[config.mk]
export PLATFORM = sky130hd
export DESIGN_NAME = norm_shift_pipe
export DESIGN_NICKNAME = d
export VERILOG_FILES = /design/src/rtl/norm_shift_pipe.sv
export SDC_FILE = /design/constraint.sdc
export NUM_CORES = 1
export LEC_CHECK = 0
export CORE_AREA = 8 8 105 107
export DETAILED_ROUTE_END_ITERATION = 6
export DIE_AREA = 0 0 113 115
export PLACE_DENSITY_LB_ADDON = 0.08
export SLEW_MARGIN = 20
export SYNTH_ARGS = -nofsm -noshare
export SYNTH_HDL_FRONTEND = slang
export SYNTH_SLANG_ARGS = --single-unit
[constraint.sdc]
create_clock -name clk_i -period 2.01 [get_ports clk_i]
set_input_delay 0.201 -clock clk_i [delete_from_list [all_inputs] [get_ports clk_i]]
set_output_delay 0.201 -clock clk_i [all_outputs]
set_load 0.005 [all_outputs]
[src/rtl/norm_shift_pipe.sv]
// norm_shift_pipe: two-stage leading-zero normaliser with elastic valid/ready handshake.
// Define NORM_SUBNORMAL_EN for gradual underflow (shift limited to the exponent).
module norm_shift_pipe #(
  parameter int MAN_WIDTH = 24,
  parameter int EXP_WIDTH = 8,
  localparam int LZ_WIDTH = $clog2(MAN_WIDTH + 1)
) (
  input  logic                 clk_i,
  input  logic                 rst_i,
  input  logic                 valid_i,
  output logic                 ready_o,
  input  logic [MAN_WIDTH-1:0] man_i,
  input  logic [EXP_WIDTH-1:0] exp_i,
  output logic                 valid_o,
  input  logic                 ready_i,
  output logic [MAN_WIDTH-1:0] man_o,
  output logic [EXP_WIDTH-1:0] exp_o,
  output logic [LZ_WIDTH-1:0]  lz_o,
  output logic                 zero_o,
  output logic                 uf_o
);
  localparam int CW = (EXP_WIDTH > LZ_WIDTH ? EXP_WIDTH : LZ_WIDTH) + 1;
  logic                 s1_valid_q, s1_valid_d, s2_valid_q, s2_valid_d;
  logic                 in_fire, s2_adv;
  logic [MAN_WIDTH-1:0] s1_man_q;
  logic [EXP_WIDTH-1:0] s1_exp_q;
  logic [LZ_WIDTH-1:0]  s1_lz_q, lz_d;
  logic                 s1_zero_q;
  logic [CW-1:0]        exp_x, lz_x;
  logic                 under;
  logic [LZ_WIDTH-1:0]  sh;
  logic [EXP_WIDTH-1:0] exp_n;
  logic [MAN_WIDTH-1:0] man_d, man_q;
  logic [EXP_WIDTH-1:0] exp_d, exp_q;
  logic [LZ_WIDTH-1:0]  lzo_d, lzo_q;
  logic                 zero_q, uf_d, uf_q;
  assign s2_adv  = s1_valid_q & (~s2_valid_q | ready_i);
  assign ready_o = ~s1_valid_q | s2_adv;
  assign in_fire = valid_i & ready_o;
  assign valid_o = s2_valid_q;
  assign s1_valid_d = in_fire ? 1'b1 : s2_adv ? 1'b0 : s1_valid_q;
  assign s2_valid_d = s2_adv ? 1'b1 : ready_i ? 1'b0 : s2_valid_q;
  // Highest set bit wins, so the last match in the ascending loop gives the count.
  always_comb begin
    lz_d = LZ_WIDTH'(MAN_WIDTH);
    for (int i = 0; i < MAN_WIDTH; i++)
      if (man_i[i]) lz_d = LZ_WIDTH'(MAN_WIDTH - 1 - i);
  end
  assign exp_x = CW'(s1_exp_q);
  assign lz_x  = CW'(s1_lz_q);
  assign under = lz_x > exp_x;
`ifdef NORM_SUBNORMAL_EN
  // exp < lz <= MAN_WIDTH here, so the exponent fits the shift width.
  assign sh    = under ? LZ_WIDTH'(s1_exp_q) : s1_lz_q;
  assign exp_n = EXP_WIDTH'(exp_x - CW'(sh));
`else
  assign sh    = s1_lz_q;
  assign exp_n = under ? '0 : EXP_WIDTH'(exp_x - lz_x);
`endif
  always_comb begin
    man_d = s1_zero_q ? '0 : s1_man_q << sh;
    exp_d = s1_zero_q ? '0 : exp_n;
    lzo_d = s1_zero_q ? LZ_WIDTH'(MAN_WIDTH) : sh;
    uf_d  = ~s1_zero_q & under;
  end
  always_ff @(posedge clk_i) begin
    if (rst_i) begin
      s1_valid_q <= 1'b0;
      s2_valid_q <= 1'b0;
      man_q      <= '0;
      exp_q      <= '0;
      lzo_q      <= '0;
      zero_q     <= 1'b0;
      uf_q       <= 1'b0;
    end else begin
      s1_valid_q <= s1_valid_d;
      s2_valid_q <= s2_valid_d;
      if (s2_adv) begin
        man_q  <= man_d;
        exp_q  <= exp_d;
        lzo_q  <= lzo_d;
        zero_q <= s1_zero_q;
        uf_q   <= uf_d;
      end
    end
  end
  always_ff @(posedge clk_i) begin
    if (in_fire) begin
      s1_man_q  <= man_i;
      s1_exp_q  <= exp_i;
      s1_lz_q   <= lz_d;
      s1_zero_q <= man_i == '0;
    end
  end
  assign man_o  = man_q;
  assign exp_o  = exp_q;
  assign lz_o   = lzo_q;
  assign zero_o = zero_q;
  assign uf_o   = uf_q;
endmodule

# Word level (Yosys, flattened, before mapping)
# Cells that the tools add are included.
# classes
n_reduce_logical,7
n_mux,31
bitwise,8
magnitude_cmp,1
n_mul,0
addsub,1
eq_ne,0
n_div,0
n_shift,1
# op_table
operator,count
5-bit 2-to-1 mux,8
4-bit 2-to-1 mux,9
24-bit zero test,1
24-bit 2-to-1 mux,1
24-bit by 5-bit left shift with 24-bit output,1
8-bit 2-to-1 mux,2
16-bit OR reduction,1
3-bit 2-to-1 mux,4
5-bit by 8-bit > comparator with 1-bit output,1
8-bit OR reduction,1
8-bit by 5-bit subtractor with 8-bit output,1
1-bit 2-to-1 mux,5
2-bit 2-to-1 mux,2
2-bit nonzero test,2
4-bit OR reduction,1
1-bit AND,3
1-bit NOT,3
1-bit bitwise OR,2
2-bit OR reduction,1
# totals
in_bits,36
reg_bits,79
romBits,0
wordCells,64
n_memories,0
out_inout_bits,41
latch_bits,0
ramBits,0

# Depth between registers and ports, before layout
# Gate-level depths: netlist of run 1.
# logic_depth
ltp_word,23
depth_mapped,9
mapped_depth_nobuf,9

# Worst setup path before layout of run 1
# No wires, ideal clock.
# synth_timing
path_kind,reg-to-reg
from,reg s1_lz_q[2]
to,"reg exp_q[6], in the netlist exp_o[6]"
setup_slack_ns,-0.212
arrival_time_ns,2.152
required_ns,1.940
setup_time_ns,0.070
path_stages_with_launch,9
period_less_slack_ns,2.222
n_path_buf,1
path_cell_list,edfxtp_1 > inv_1 > clkbuf_1 > ha_1 > a211oi_1 > o21ai_0 > mux2i_1 > or3_1 > a21oi_1
# synth_via
elab_chain_cells,3
elab_cells_between_ends,4
cone_classes,1 x add/sub; 1 x order compare; 2 x mux
# synth_rtl
item,line_no,source
"start, declared",27,"logic [LZ_WIDTH-1:0] s1_lz_q, lz_d;"
"start signal, assigned",91,s1_lz_q <= lz_d;
8-bit by 5-bit subtractor with 8-bit output or 5-bit by 8-bit > comparator with 1-bit output (tied branches),"58, 51",
8-bit 2-to-1 mux (*),58,assign exp_n = under ? '0 : EXP_WIDTH'(exp_x - lz_x);
8-bit 2-to-1 mux (*),62,exp_d = s1_zero_q ? '0 : exp_n;
"end signal, assigned",80,exp_q <= exp_d;
"end, declared",34,"logic [EXP_WIDTH-1:0] exp_d, exp_q;"
# Every way passes the cells marked *; elsewhere a longest branch is shown, timed or not.
# A chain may end at the register's enable or synchronous reset.

# Worst setup path after layout of run 1
# layout_timing
from,reg s1_lz_q[0]
to,"reg man_q[21], in the netlist man_o[21]"
# layout_via
elab_chain_cells,2
# layout_rtl
item,line_no,source
24-bit by 5-bit left shift with 24-bit output,61,man_d = s1_zero_q ? '0 : s1_man_q << sh;
24-bit 2-to-1 mux,61,
"end signal, assigned",79,man_q <= man_d;
"end, declared",33,"logic [MAN_WIDTH-1:0] man_d, man_q;"
# No other way between the ends.

==> flow_results.xml, run 1 <==
<?xml version="1.0" encoding="UTF-8"?>
<metrics>
  <group name="die">
    <metric name="io_pins" unit="">77</metric>
    <metric name="fp.dieH" unit="um">115</metric>
    <metric name="die_width" unit="um">113</metric>
    <metric name="fp.coreArea" unit="sq um">9460</metric>
    <metric name="dieArea" unit="sq um">13000</metric>
    <metric name="floorplan.initialDensity" unit="">0.436</metric>
    <metric name="rows" unit="">36</metric>
  </group>
  <group name="placed_design">
    <metric name="gp_congestion" unit="">0.870</metric>
    <metric name="post-dp-hpwl" unit="um">8390</metric>
    <metric name="io_buffers" unit="">76</metric>
    <metric name="place_ws" unit="ps">12.2</metric>
  </group>
  <group name="yosys">
    <metric name="postSynth.asyncResetShare" unit="">0</metric>
    <metric name="synth.largest_area_cell" unit="">sky130_fd_sc_hd__edfxtp_1</metric>
    <metric name="yosys_warnings" unit="">0</metric>
    <metric name="synth.net_count" unit="">449</metric>
    <metric name="synth.cell_area" unit="sq um">4130</metric>
    <metric name="yosys-top-cells-area" unit="">sky130_fd_sc_hd__edfxtp_1 (28%), sky130_fd_sc_hd__dfxtp_1 (20%), sky130_fd_sc_hd__mux4_2 (7.1%)</metric>
    <metric name="synth_edf_count" unit="">38</metric>
    <metric name="synth-main-ff-cell" unit="">sky130_fd_sc_hd__dfxtp_1</metric>
    <metric name="synth.avg_cell_area" unit="sq um">10.1</metric>
    <metric name="synth_seq_area_share" unit="">0.475</metric>
    <metric name="synthDistinctLibCells" unit="">54</metric>
    <metric name="synth-seq-cells" unit="">79</metric>
    <metric name="yosysTopAreaCellShare" unit="">0.277</metric>
    <metric name="syn_inst" unit="">407</metric>
  </group>
  <group name="routing">
    <metric name="ant_nets" unit="">0</metric>
    <metric name="via_count" unit="">3485</metric>
    <metric name="drc" unit="">0</metric>
    <metric name="drtIter0Drc" unit="">214</metric>
    <metric name="wl_per_cell" unit="um">17.1</metric>
    <metric name="viasPerCell" unit="">5.60</metric>
    <metric name="wirelength_routed" unit="um">10700</metric>
    <metric name="detail_route.first_pass.iterations" unit="">5</metric>
  </group>
  <group name="layout">
    <metric name="fillerInstances" unit="">864</metric>
    <metric name="finish.utilization" unit="">0.579</metric>
    <metric name="nNetsFinal" unit="">545</metric>
    <metric name="synthToLayoutAreaGrowth" unit="%">32.8</metric>
    <metric name="final_common_cell" unit="">sky130_fd_sc_hd__clkdlybuf4s50_1</metric>
    <metric name="antenna_cells" unit="">0</metric>
    <metric name="drive_gt1_frac" unit="">0.173</metric>
    <metric name="commonest_non_fill_non_tap_cells_in_the_layout" unit="">sky130_fd_sc_hd__clkdlybuf4s50_1 (76), sky130_fd_sc_hd__nor2_1 (45), sky130_fd_sc_hd__nand2_1 (41), sky130_fd_sc_hd__dfxtp_1 (41), sky130_fd_sc_hd__edfxtp_1 (38)</metric>
  </group>
  <group name="clocking">
    <metric name="cts_buffer_depth" unit="">2</metric>
    <metric name="clk_transition_reported_paths" unit="ps">80</metric>
    <metric name="clk-insertion-delay-late" unit="ps">350</metric>
    <metric name="clock_tree.root_cell" unit="">sky130_fd_sc_hd__clkbuf_8</metric>
    <metric name="tritoncts_clock_tree" unit="">yes</metric>
    <metric name="clock_tree.htree_level_count" unit="">3</metric>
    <metric name="clkSinkCount" unit="">79</metric>
    <metric name="tritoncts_buffer_count" unit="">9</metric>
  </group>
  <group name="timing">
    <metric name="worst_clock_skew" unit="ps">5.64</metric>
    <metric name="max_slew.worst_pin.slew" unit="ps">651</metric>
    <metric name="grt_setup_unrepaired" unit="">true</metric>
    <metric name="timing.final.hold_violations" unit="">0</metric>
    <metric name="setup_ws" unit="ps">19.7</metric>
    <metric name="fmax" unit="MHz">502</metric>
    <metric name="maxSlewViolCount" unit="">0</metric>
    <metric name="finalSetupViolCount" unit="">0</metric>
    <metric name="finalWorstPathRequiredPeriod" unit="ps">1990</metric>
    <metric name="post_route_setup_tns" unit="ps">0</metric>
    <metric name="slew_limit_headroom" unit="">0.566</metric>
    <metric name="layout_worst_path_cycle_share" unit="">0.990</metric>
  </group>
  <group name="setup_path">
    <metric name="reg2reg_to" unit="">man_o[21]$_SDFFE_PP0P_</metric>
    <metric name="type_of_the_worst_setup_path" unit="">flop to flop</metric>
    <metric name="timing.reg2reg.worst_path_depth" unit="">5</metric>
    <metric name="worst-r2r-setup-slack" unit="ps">20</metric>
    <metric name="cp_required" unit="ps">2260</metric>
    <metric name="startpoint_type" unit="">flop</metric>
    <metric name="worst-path-max-fanout" unit="">14</metric>
    <metric name="worst_ep_arrival_time" unit="ps">2240</metric>
    <metric name="r2r_start" unit="">s1_lz_q[0]$_SDFFCE_PP0P_</metric>
    <metric name="end_kind" unit="">flop</metric>
  </group>
  <group name="power">
    <metric name="finalPower" unit="mW">3.88</metric>
    <metric name="p_leak" unit="nW">1.95</metric>
    <metric name="vdd_drop_max" unit="V">0.000306</metric>
    <metric name="power-per-cell-area" unit="nW/um^2">708</metric>
  </group>
  <group name="worst_hold_path">
    <metric name="type_of_the_worst_min_delay_path" unit="">primary input to flop</metric>
    <metric name="holdPathStages" unit="">1</metric>
    <metric name="min-delay-start" unit="">exp_i[5]</metric>
    <metric name="timing.hold.worst_endpoint" unit="">s1_exp_q[5]$_DFFE_PP_</metric>
  </group>
  <group name="outcome">
    <metric name="status" unit="">complete, no violations</metric>
  </group>
  <group name="global_routing">
    <metric name="globalRouteOverflowTotal" unit="">0</metric>
    <metric name="groute.usage.overall" unit="">0.166</metric>
    <metric name="grt_start_max_net_pins" unit="">39</metric>
    <metric name="grt_pass1_wl" unit="um">17400</metric>
    <metric name="first_global_vias" unit="">3445</metric>
    <metric name="antenna_found_initial" unit="">0</metric>
  </group>
  <group name="flow_run">
    <metric name="drv_cap" unit="">0</metric>
  </group>
</metrics>
flip-flops by register name, summed over array words and instances (netlist names):
register,cells
exp_o,8
s1_zero_q,1
s1_valid_q,1
s1_exp_q,8
uf_o,1
s1_man_q,24
man_o,24
lz_o,5
valid_o,1
zero_o,1
s1_lz_q,5
cell usage after synthesis, types with 3 or more instances:
master and n:
sky130_fd_sc_hd__nor2_1 45, sky130_fd_sc_hd__dfxtp_1 41, sky130_fd_sc_hd__nand2_1 41, sky130_fd_sc_hd__edfxtp_1 38, sky130_fd_sc_hd__a21oi_1 31, sky130_fd_sc_hd__a22oi_1 25
sky130_fd_sc_hd__o21ai_0 16, sky130_fd_sc_hd__nor3_1 14, sky130_fd_sc_hd__mux2i_1 13, sky130_fd_sc_hd__mux4_2 13, sky130_fd_sc_hd__clkbuf_1 12, sky130_fd_sc_hd__inv_1 12
sky130_fd_sc_hd__nand3_1 8, sky130_fd_sc_hd__o21ai_1 8, sky130_fd_sc_hd__mux2_2 6, sky130_fd_sc_hd__buf_2 5, sky130_fd_sc_hd__ha_1 5, sky130_fd_sc_hd__nand2b_1 5
sky130_fd_sc_hd__nor4_1 5, sky130_fd_sc_hd__and2_1 4, sky130_fd_sc_hd__a31oi_1 3, sky130_fd_sc_hd__a32oi_1 3, sky130_fd_sc_hd__buf_1 3, sky130_fd_sc_hd__mux2_1 3
sky130_fd_sc_hd__nor2b_1 3, sky130_fd_sc_hd__o211ai_1 3, sky130_fd_sc_hd__o22ai_1 3, sky130_fd_sc_hd__xnor2_1 3
worst max-delay path by stage:
stage / startpoint / end / slack, ps / depth (start not counted)
floorplan: s1_lz_q[1]$_SDFFCE_PP0P_ / exp_o[6]$_SDFFE_PP0P_ / 20 / 9
global placement: s1_lz_q[0]$_SDFFCE_PP0P_ / man_o[21]$_SDFFE_PP0P_ / 60 / 5
detailed placement: s1_lz_q[0]$_SDFFCE_PP0P_ / exp_o[6]$_SDFFE_PP0P_ / 10 / 8
CTS: s1_lz_q[0]$_SDFFCE_PP0P_ / man_o[8]$_SDFFE_PP0P_ / 2 / 7
global route: s1_lz_q[0]$_SDFFCE_PP0P_ / exp_o[6]$_SDFFE_PP0P_ / -50 / 8
finish: s1_lz_q[0]$_SDFFCE_PP0P_ / man_o[21]$_SDFFE_PP0P_ / 20 / 5
power breakdown:
part           switching (mW)  internal, mW
clock                   0.588         0.727
combinational           0.361         0.373
sequential             0.0596          1.77
final cells by class:
class	instances	area [sq um]	area share
Multi-Input combinational cell	292	2070	0.378
Clock buffer	13	181	0.0331
Tap cell	114	143	0.0260
Clock inverter	3	46.3	0.00845
Inverter	13	48.8	0.00891
Sequential cell	79	1960	0.358
Timing Repair Buffer	108	1030	0.187
metal layers:
layer / share of wire / up-vias / global-route usage
met2: 0.46 / 105 / 0.268
met4: 0.013 / 0 / 0.0604
li1: - / 1725 / -
met3: 0.062 / 12 / 0.0383
met5: 0 / - / 0
met1: 0.46 / 1643 / 0.214
what timing repair did:
item                       CTS  global route
setup endpoints to repair    1            15
pin swaps                    0             5
buffers inserted             0             2
hold buffers                 0             0
gates resized for setup      2            14
cell families after synthesis:
| family | Yosys count | share of synthesized area |
|---|---|---|
| multiplexers | 36 | 0.133 |
| AND/OR/NAND/NOR | 138 | 0.157 |
| XOR/XNOR | 4 | 0.00849 |
| flip-flops | 79 | 0.475 |
| AO/OA/AOI/OAI | 108 | 0.167 |
| adder cells (fa/ha/maj) | 6 | 0.0200 |
| buffers and inverters | 36 | 0.0388 |
critical path: stages, from the launching register on:
cell	delay, ps
sky130_fd_sc_hd__edfxtp_1	410
sky130_fd_sc_hd__buf_12	170
sky130_fd_sc_hd__mux4_2	540
sky130_fd_sc_hd__mux4_2	480
sky130_fd_sc_hd__a221oi_2	220
sky130_fd_sc_hd__nor2_1	70
per-stage QoR:
stage               instance area, sq um  instances  hold WS, ps
global route                        5480        622          390
global placement                    5180        604          438
finish                              5480        622          401
CTS                                 5410        620          390
floorplan                           4150        407          300
detailed placement                  5180        604          451
Power figures use the tool's default switching activity.
==> inputs of run 2 (changes only) <==
- CORE_AREA: 8 8 105 107 -> 8 8 110 102
- DIE_AREA: 0 0 113 115 -> 0 0 118 110
==> run 2 against run 1 <==
Net effect: register-to-register slack is essentially flat; wire length increased by 0.93%; clock skew up 7.7 ps; sequential share of layout area decreased by 0.32 points; sequential cell count unchanged; fmax rose by 0.22%; power rose by 0.63%; critical path type unchanged; largest power group unchanged.
==> flow_results.xml, run 2 (same netlist as run 1, synthesis figures left out) <==
<?xml version="1.0" encoding="UTF-8"?>
<metrics>
  <group name="outcome">
    <metric name="status" unit="">complete, no violations</metric>
  </group>
  <group name="timing">
    <metric name="setup_ws" unit="ps">24.0</metric>
    <metric name="slew_limit_headroom" unit="">0.675</metric>
    <metric name="maxSlewViolCount" unit="">0</metric>
    <metric name="final.hold.worst_slack" unit="ps">396</metric>
    <metric name="worst_clock_skew" unit="ps">13.4</metric>
    <metric name="max_slew.worst_pin.slew" unit="ps">476</metric>
    <metric name="post_route_setup_tns" unit="ps">0</metric>
    <metric name="grt_setup_unrepaired" unit="">true</metric>
    <metric name="finalWorstPathRequiredPeriod" unit="ps">1990</metric>
    <metric name="finalSetupViolCount" unit="">0</metric>
    <metric name="layout_worst_path_cycle_share" unit="">0.988</metric>
    <metric name="fmax" unit="MHz">504</metric>
    <metric name="timing.final.hold_violations" unit="">0</metric>
  </group>
  <group name="routing">
    <metric name="wl_per_cell" unit="um">17.0</metric>
    <metric name="ant_nets" unit="">0</metric>
    <metric name="drtIter0Drc" unit="">221</metric>
    <metric name="wirelength_routed" unit="um">10800</metric>
    <metric name="detail_route.first_pass.iterations" unit="">6</metric>
    <metric name="viasPerCell" unit="">5.56</metric>
    <metric name="drc" unit="">0</metric>
    <metric name="via_count" unit="">3528</metric>
  </group>
  <group name="clocking">
    <metric name="clkSinkCount" unit="">79</metric>
    <metric name="clock_tree.htree_level_count" unit="">3</metric>
    <metric name="clock_tree.root_cell" unit="">sky130_fd_sc_hd__clkbuf_8</metric>
    <metric name="cts_buffer_depth" unit="">2</metric>
    <metric name="clk_transition_reported_paths" unit="ps">80</metric>
    <metric name="tritoncts_buffer_count" unit="">9</metric>
    <metric name="cts_hold_buf" unit="">0</metric>
    <metric name="tritoncts_clock_tree" unit="">yes</metric>
    <metric name="clk-insertion-delay-late" unit="ps">350</metric>
  </group>
  <group name="layout">
    <metric name="synthToLayoutAreaGrowth" unit="%">34.0</metric>
    <metric name="fillerInstances" unit="">811</metric>
    <metric name="antenna_cells" unit="">0</metric>
    <metric name="nNetsFinal" unit="">545</metric>
    <metric name="finish.utilization" unit="">0.588</metric>
    <metric name="final_common_cell" unit="">sky130_fd_sc_hd__clkdlybuf4s50_1</metric>
    <metric name="instances_no_fill" unit="">634</metric>
    <metric name="commonest_non_fill_non_tap_cells_in_the_layout" unit="">sky130_fd_sc_hd__clkdlybuf4s50_1 (76), sky130_fd_sc_hd__nor2_1 (45), sky130_fd_sc_hd__nand2_1 (41), sky130_fd_sc_hd__dfxtp_1 (41), sky130_fd_sc_hd__edfxtp_1 (38)</metric>
    <metric name="drive_gt1_frac" unit="">0.171</metric>
  </group>
  <group name="global_routing">
    <metric name="first_global_vias" unit="">3468</metric>
    <metric name="grt_pass1_wl" unit="um">17200</metric>
    <metric name="antenna_found_initial" unit="">0</metric>
    <metric name="grt_start_max_net_pins" unit="">39</metric>
    <metric name="globalRouteOverflowTotal" unit="">0</metric>
    <metric name="groute.usage.overall" unit="">0.165</metric>
  </group>
  <group name="setup_path">
    <metric name="worst-path-max-fanout" unit="">3</metric>
    <metric name="crit_start" unit="">s1_lz_q[0]$_SDFFCE_PP0P_</metric>
    <metric name="worst_ep_arrival_time" unit="ps">2280</metric>
    <metric name="type_of_the_worst_setup_path" unit="">flop to flop</metric>
    <metric name="r2r_start" unit="">s1_lz_q[0]$_SDFFCE_PP0P_</metric>
    <metric name="end_kind" unit="">flop</metric>
    <metric name="worst-r2r-setup-slack" unit="ps">20</metric>
    <metric name="cp_required" unit="ps">2300</metric>
    <metric name="startpoint_type" unit="">flop</metric>
  </group>
  <group name="die">
    <metric name="fp.coreArea" unit="sq um">9400</metric>
    <metric name="rows" unit="">34</metric>
    <metric name="io_pins" unit="">77</metric>
    <metric name="fp.dieH" unit="um">110</metric>
    <metric name="floorplan.initialDensity" unit="">0.439</metric>
    <metric name="die_width" unit="um">118</metric>
    <metric name="dieArea" unit="sq um">13000</metric>
  </group>
  <group name="power">
    <metric name="vdd_drop_max" unit="V">0.000401</metric>
    <metric name="sequentialPowerShare" unit="">0.468</metric>
    <metric name="comb_power_share" unit="">0.190</metric>
    <metric name="clock_power_share" unit="">0.342</metric>
    <metric name="p_leak" unit="nW">1.97</metric>
    <metric name="power-per-cell-area" unit="nW/um^2">706</metric>
    <metric name="power.switching" unit="mW">0.996</metric>
    <metric name="cellInternalPower" unit="mW">2.91</metric>
    <metric name="power_switching_share" unit="">0.255</metric>
  </group>
  <group name="placed_design">
    <metric name="gp_congestion" unit="">0.888</metric>
    <metric name="place_ws" unit="ps">-64.2</metric>
    <metric name="post-dp-hpwl" unit="um">8320</metric>
    <metric name="io_buffers" unit="">76</metric>
    <metric name="placed_cells" unit="">614</metric>
  </group>
  <group name="flow_run">
    <metric name="drv_cap" unit="">0</metric>
  </group>
  <group name="worst_hold_path">
    <metric name="min-delay-start" unit="">exp_i[0]</metric>
    <metric name="type_of_the_worst_min_delay_path" unit="">primary input to flop</metric>
  </group>
</metrics>
==> run 2: path summary, 6_finish.rpt <==
kind	to	depth (start not counted)
worst max register to register	exp_o[6]$_SDFFE_PP0P_	8
worst max-delay path	exp_o[6]$_SDFFE_PP0P_	8
worst min-delay path	s1_exp_q[0]$_DFFE_PP_	1
worst min register to register	man_o[11]$_SDFFE_PP0P_	2
==> run 2: cell type report <==
| cell class | instances | area [sq um] | area share |
|---|---|---|---|
| sequential | 79 | 1960 | 0.355 |
| clock inverter | 3 | 46.3 | 0.00837 |
| tap | 126 | 158 | 0.0285 |
| clock buffer | 13 | 191 | 0.0346 |
| multi-input combinational | 292 | 2070 | 0.374 |
| timing repair buffer | 108 | 1050 | 0.191 |
| inverter | 13 | 48.8 | 0.00883 |
==> run 2: repair_timing <==
item / in CTS / in global routing
buffers inserted: 3 / 1
setup endpoints to repair: 2 / 20
pin swaps: 0 / 4
resized for setup: 2 / 15
==> run 2: power groups by stage <==
stage	clock [mW]	combinational [mW]	sequential, mW
after floorplan	0	0.414	1.84
after global placement	0	0.699	1.86
after detailed placement	0	0.708	1.86
after CTS	1.38	0.718	1.82
after global routing	1.43	0.806	1.84
final	1.34	0.739	1.83
==> run 2: routing by layer <==
layer,vias to the layer above,wire (um),global-route usage
met5,-,0,0
met2,124,4940,0.272
met4,0,142,0.0502
met3,14,673,0.0418
met1,1669,5010,0.211
li1,1721,-,-
==> run 2: metrics by stage <==
step	cell area (sq um)	power [mW]
after floorplan	4150	2.26
after global placement	5210	2.56
after detailed placement	5210	2.57
after CTS	5470	3.92
after global routing	5530	4.07
final	5530	3.90
==> run 2: worst max-delay path, cell delays in order (launching register included) <==
cell and delay [ps]:
sky130_fd_sc_hd__edfxtp_1 420, sky130_fd_sc_hd__ha_2 220, sky130_fd_sc_hd__inv_2 40, sky130_fd_sc_hd__fa_2 370, sky130_fd_sc_hd__a211oi_2 220, sky130_fd_sc_hd__o21ai_1 110
sky130_fd_sc_hd__mux2i_1 120, sky130_fd_sc_hd__or3_1 310, sky130_fd_sc_hd__a21oi_1 120
==> inputs of run 3 (changes only) <==
- MAX_ROUTING_LAYER: not set -> met4
- TNS_END_PERCENT: not set -> 10
==> run 3 against run 2 <==
Net effect: core utilization down 0.64 points; via count down 0.40%; die area unchanged; hold slack better by 5.1 ps; wire length down 0.82%; combinational power down 0.5%; sequential cell count unchanged; sequential share of layout area up 0.39 points.
==> flow_results.xml, run 3 (same netlist as run 1, synthesis figures left out) <==
<?xml version="1.0" encoding="UTF-8"?>
<metrics>
  <group name="power">
    <metric name="vdd_drop_max" unit="V">0.000413</metric>
    <metric name="sequentialPowerShare" unit="">0.487</metric>
    <metric name="clock_power_share" unit="">0.317</metric>
    <metric name="power_switching_share" unit="">0.266</metric>
    <metric name="power.switching" unit="mW">0.996</metric>
    <metric name="power-per-cell-area" unit="nW/um^2">685</metric>
    <metric name="cellInternalPower" unit="mW">2.75</metric>
    <metric name="p_leak" unit="nW">1.95</metric>
    <metric name="comb_power_share" unit="">0.196</metric>
    <metric name="finalPower" unit="mW">3.75</metric>
  </group>
  <group name="placed_design">
    <metric name="post-dp-hpwl" unit="um">8320</metric>
    <metric name="io_buffers" unit="">76</metric>
    <metric name="placed_cells" unit="">617</metric>
    <metric name="place_ws" unit="ps">-32.6</metric>
    <metric name="detailed_place.area" unit="sq um">5220</metric>
    <metric name="gp_congestion" unit="">0.902</metric>
  </group>
  <group name="layout">
    <metric name="drive_gt1_frac" unit="">0.169</metric>
    <metric name="nNetsFinal" unit="">546</metric>
    <metric name="regArea" unit="sq um">1960</metric>
    <metric name="finish.utilization" unit="">0.582</metric>
    <metric name="final_common_cell" unit="">sky130_fd_sc_hd__clkdlybuf4s50_1</metric>
    <metric name="finished_cell_area" unit="sq um">5470</metric>
    <metric name="antenna_cells" unit="">0</metric>
    <metric name="instances_no_fill" unit="">635</metric>
    <metric name="commonest_non_fill_non_tap_cells_in_the_layout" unit="">sky130_fd_sc_hd__clkdlybuf4s50_1 (76), sky130_fd_sc_hd__nor2_1 (45), sky130_fd_sc_hd__nand2_1 (41), sky130_fd_sc_hd__dfxtp_1 (41), sky130_fd_sc_hd__edfxtp_1 (38)</metric>
    <metric name="multiInputGateArea" unit="sq um">2060</metric>
    <metric name="fillerInstances" unit="">835</metric>
    <metric name="synthToLayoutAreaGrowth" unit="%">32.5</metric>
  </group>
  <group name="setup_path">
    <metric name="worst_path_max_delay_cell" unit="">sky130_fd_sc_hd__mux4_2</metric>
    <metric name="type_of_the_worst_setup_path" unit="">flop to flop</metric>
    <metric name="critical_path_depth" unit="">5</metric>
    <metric name="startpoint_type" unit="">flop</metric>
    <metric name="end_kind" unit="">flop</metric>
    <metric name="worst-path-max-fanout" unit="">15</metric>
    <metric name="crit_path_max_incr_delay" unit="ps">530</metric>
    <metric name="path_delay_family" unit="">multiplexers</metric>
    <metric name="r2r_start" unit="">s1_lz_q[0]$_SDFFCE_PP0P_</metric>
    <metric name="worst_path_most_repeated_cell" unit="">sky130_fd_sc_hd__mux4_2</metric>
    <metric name="cp_buf_inv_count" unit="">1</metric>
    <metric name="worst-r2r-setup-slack" unit="ps">30</metric>
    <metric name="worstPathCellList" unit="">buf_12 -&gt; mux4_2 -&gt; mux4_2 -&gt; a221oi_2 -&gt; nor2_1</metric>
    <metric name="reg2reg_to" unit="">man_o[21]$_SDFFE_PP0P_</metric>
    <metric name="cp_required" unit="ps">2260</metric>
    <metric name="timing.reg2reg.worst_path_depth" unit="">5</metric>
    <metric name="worst_ep_arrival_time" unit="ps">2230</metric>
  </group>
  <group name="routing">
    <metric name="wirelength_routed" unit="um">10700</metric>
    <metric name="viasPerCell" unit="">5.53</metric>
    <metric name="drc" unit="">0</metric>
    <metric name="drtIter0Drc" unit="">210</metric>
    <metric name="via_count" unit="">3514</metric>
    <metric name="wl_per_cell" unit="um">16.8</metric>
    <metric name="ant_nets" unit="">0</metric>
    <metric name="detail_route.first_pass.iterations" unit="">4</metric>
  </group>
  <group name="clocking">
    <metric name="clk_transition_reported_paths" unit="ps">80</metric>
    <metric name="tritoncts_buffer_count" unit="">9</metric>
    <metric name="cts_hold_buf" unit="">0</metric>
    <metric name="tritoncts_clock_tree" unit="">yes</metric>
    <metric name="clkSinkCount" unit="">79</metric>
    <metric name="clk-insertion-delay-late" unit="ps">350</metric>
    <metric name="cts_buffer_depth" unit="">2</metric>
    <metric name="clock_tree.root_cell" unit="">sky130_fd_sc_hd__clkbuf_8</metric>
    <metric name="clock_tree.htree_level_count" unit="">3</metric>
  </group>
  <group name="die">
    <metric name="fp.coreArea" unit="sq um">9400</metric>
    <metric name="fp.dieH" unit="um">110</metric>
    <metric name="io_pins" unit="">77</metric>
    <metric name="rows" unit="">34</metric>
    <metric name="dieArea" unit="sq um">13000</metric>
    <metric name="floorplan.initialDensity" unit="">0.439</metric>
    <metric name="die_width" unit="um">118</metric>
  </group>
  <group name="global_routing">
    <metric name="grt_pass1_wl" unit="um">17300</metric>
    <metric name="grt_start_max_net_pins" unit="">39</metric>
    <metric name="first_global_vias" unit="">3431</metric>
    <metric name="antenna_found_initial" unit="">0</metric>
    <metric name="globalRouteOverflowTotal" unit="">0</metric>
    <metric name="groute.usage.overall" unit="">0.171</metric>
  </group>
  <group name="timing">
    <metric name="final.hold.worst_slack" unit="ps">401</metric>
    <metric name="max_slew.worst_pin.slew" unit="ps">454</metric>
    <metric name="finalWorstPathRequiredPeriod" unit="ps">1980</metric>
    <metric name="maxSlewViolCount" unit="">0</metric>
    <metric name="grt_setup_unrepaired" unit="">true</metric>
    <metric name="timing.final.hold_violations" unit="">0</metric>
    <metric name="fmax" unit="MHz">505</metric>
    <metric name="post_route_setup_tns" unit="ps">0</metric>
    <metric name="layout_worst_path_cycle_share" unit="">0.985</metric>
    <metric name="finalSetupViolCount" unit="">0</metric>
    <metric name="slew_limit_headroom" unit="">0.688</metric>
    <metric name="setup_ws" unit="ps">29.6</metric>
    <metric name="worst_clock_skew" unit="ps">8.39</metric>
  </group>
  <group name="worst_hold_path">
    <metric name="timing.hold.worst_endpoint" unit="">s1_exp_q[4]$_DFFE_PP_</metric>
    <metric name="type_of_the_worst_min_delay_path" unit="">primary input to flop</metric>
    <metric name="holdPathStages" unit="">1</metric>
    <metric name="min-delay-start" unit="">exp_i[4]</metric>
  </group>
  <group name="flow_run">
    <metric name="drv_cap" unit="">0</metric>
  </group>
  <group name="outcome">
    <metric name="status" unit="">complete, no violations</metric>
  </group>
</metrics>
## run 3: how the worst max path moves through the flow
stage                                   startpoint                       end  slack (ps)
final                     s1_lz_q[0]$_SDFFCE_PP0P_    man_o[21]$_SDFFE_PP0P_          30
after global routing      s1_lz_q[0]$_SDFFCE_PP0P_    man_o[21]$_SDFFE_PP0P_         -60
after CTS                    s1_exp_q[0]$_DFFE_PP_     exp_o[6]$_SDFFE_PP0P_           1
after detailed placement                  man_i[5]  s1_lz_q[1]$_SDFFCE_PP0P_         -30
after global placement                    man_i[5]  s1_lz_q[1]$_SDFFCE_PP0P_         -10
after floorplan           s1_lz_q[1]$_SDFFCE_PP0P_     exp_o[6]$_SDFFE_PP0P_          20
## run 3: power groups by stage
stage | logic, mW | registers (mW) | clock network, mW
after floorplan | 0.414 | 1.84 | 0
after global placement | 0.704 | 1.86 | 0
after detailed placement | 0.711 | 1.86 | 0
after CTS | 0.714 | 1.82 | 1.20
after global routing | 0.801 | 1.83 | 1.27
final | 0.735 | 1.83 | 1.19
## run 3: what timing repair did
item,CTS,global route
hold endpoints to repair,0,0
setup endpoints to repair,0,17
buffers inserted,0,2
gates resized for setup,0,12
## run 3: area by class of cell
type                    count  share of cell area
multi-input cells         292               0.376
flip-flops and latches     79               0.359
repair buffers            109               0.191
well taps                 126              0.0288
clock buffers              11              0.0261
clock inverters             5              0.0101
inverters                  13             0.00892
## run 3: layer usage
layer  wire length [um]  GRT usage  share of wire
met1               5170      0.222           0.48
met2               4750      0.264           0.45
met3                590     0.0407          0.055
met4                159     0.0530          0.015
met5                  0          -              0
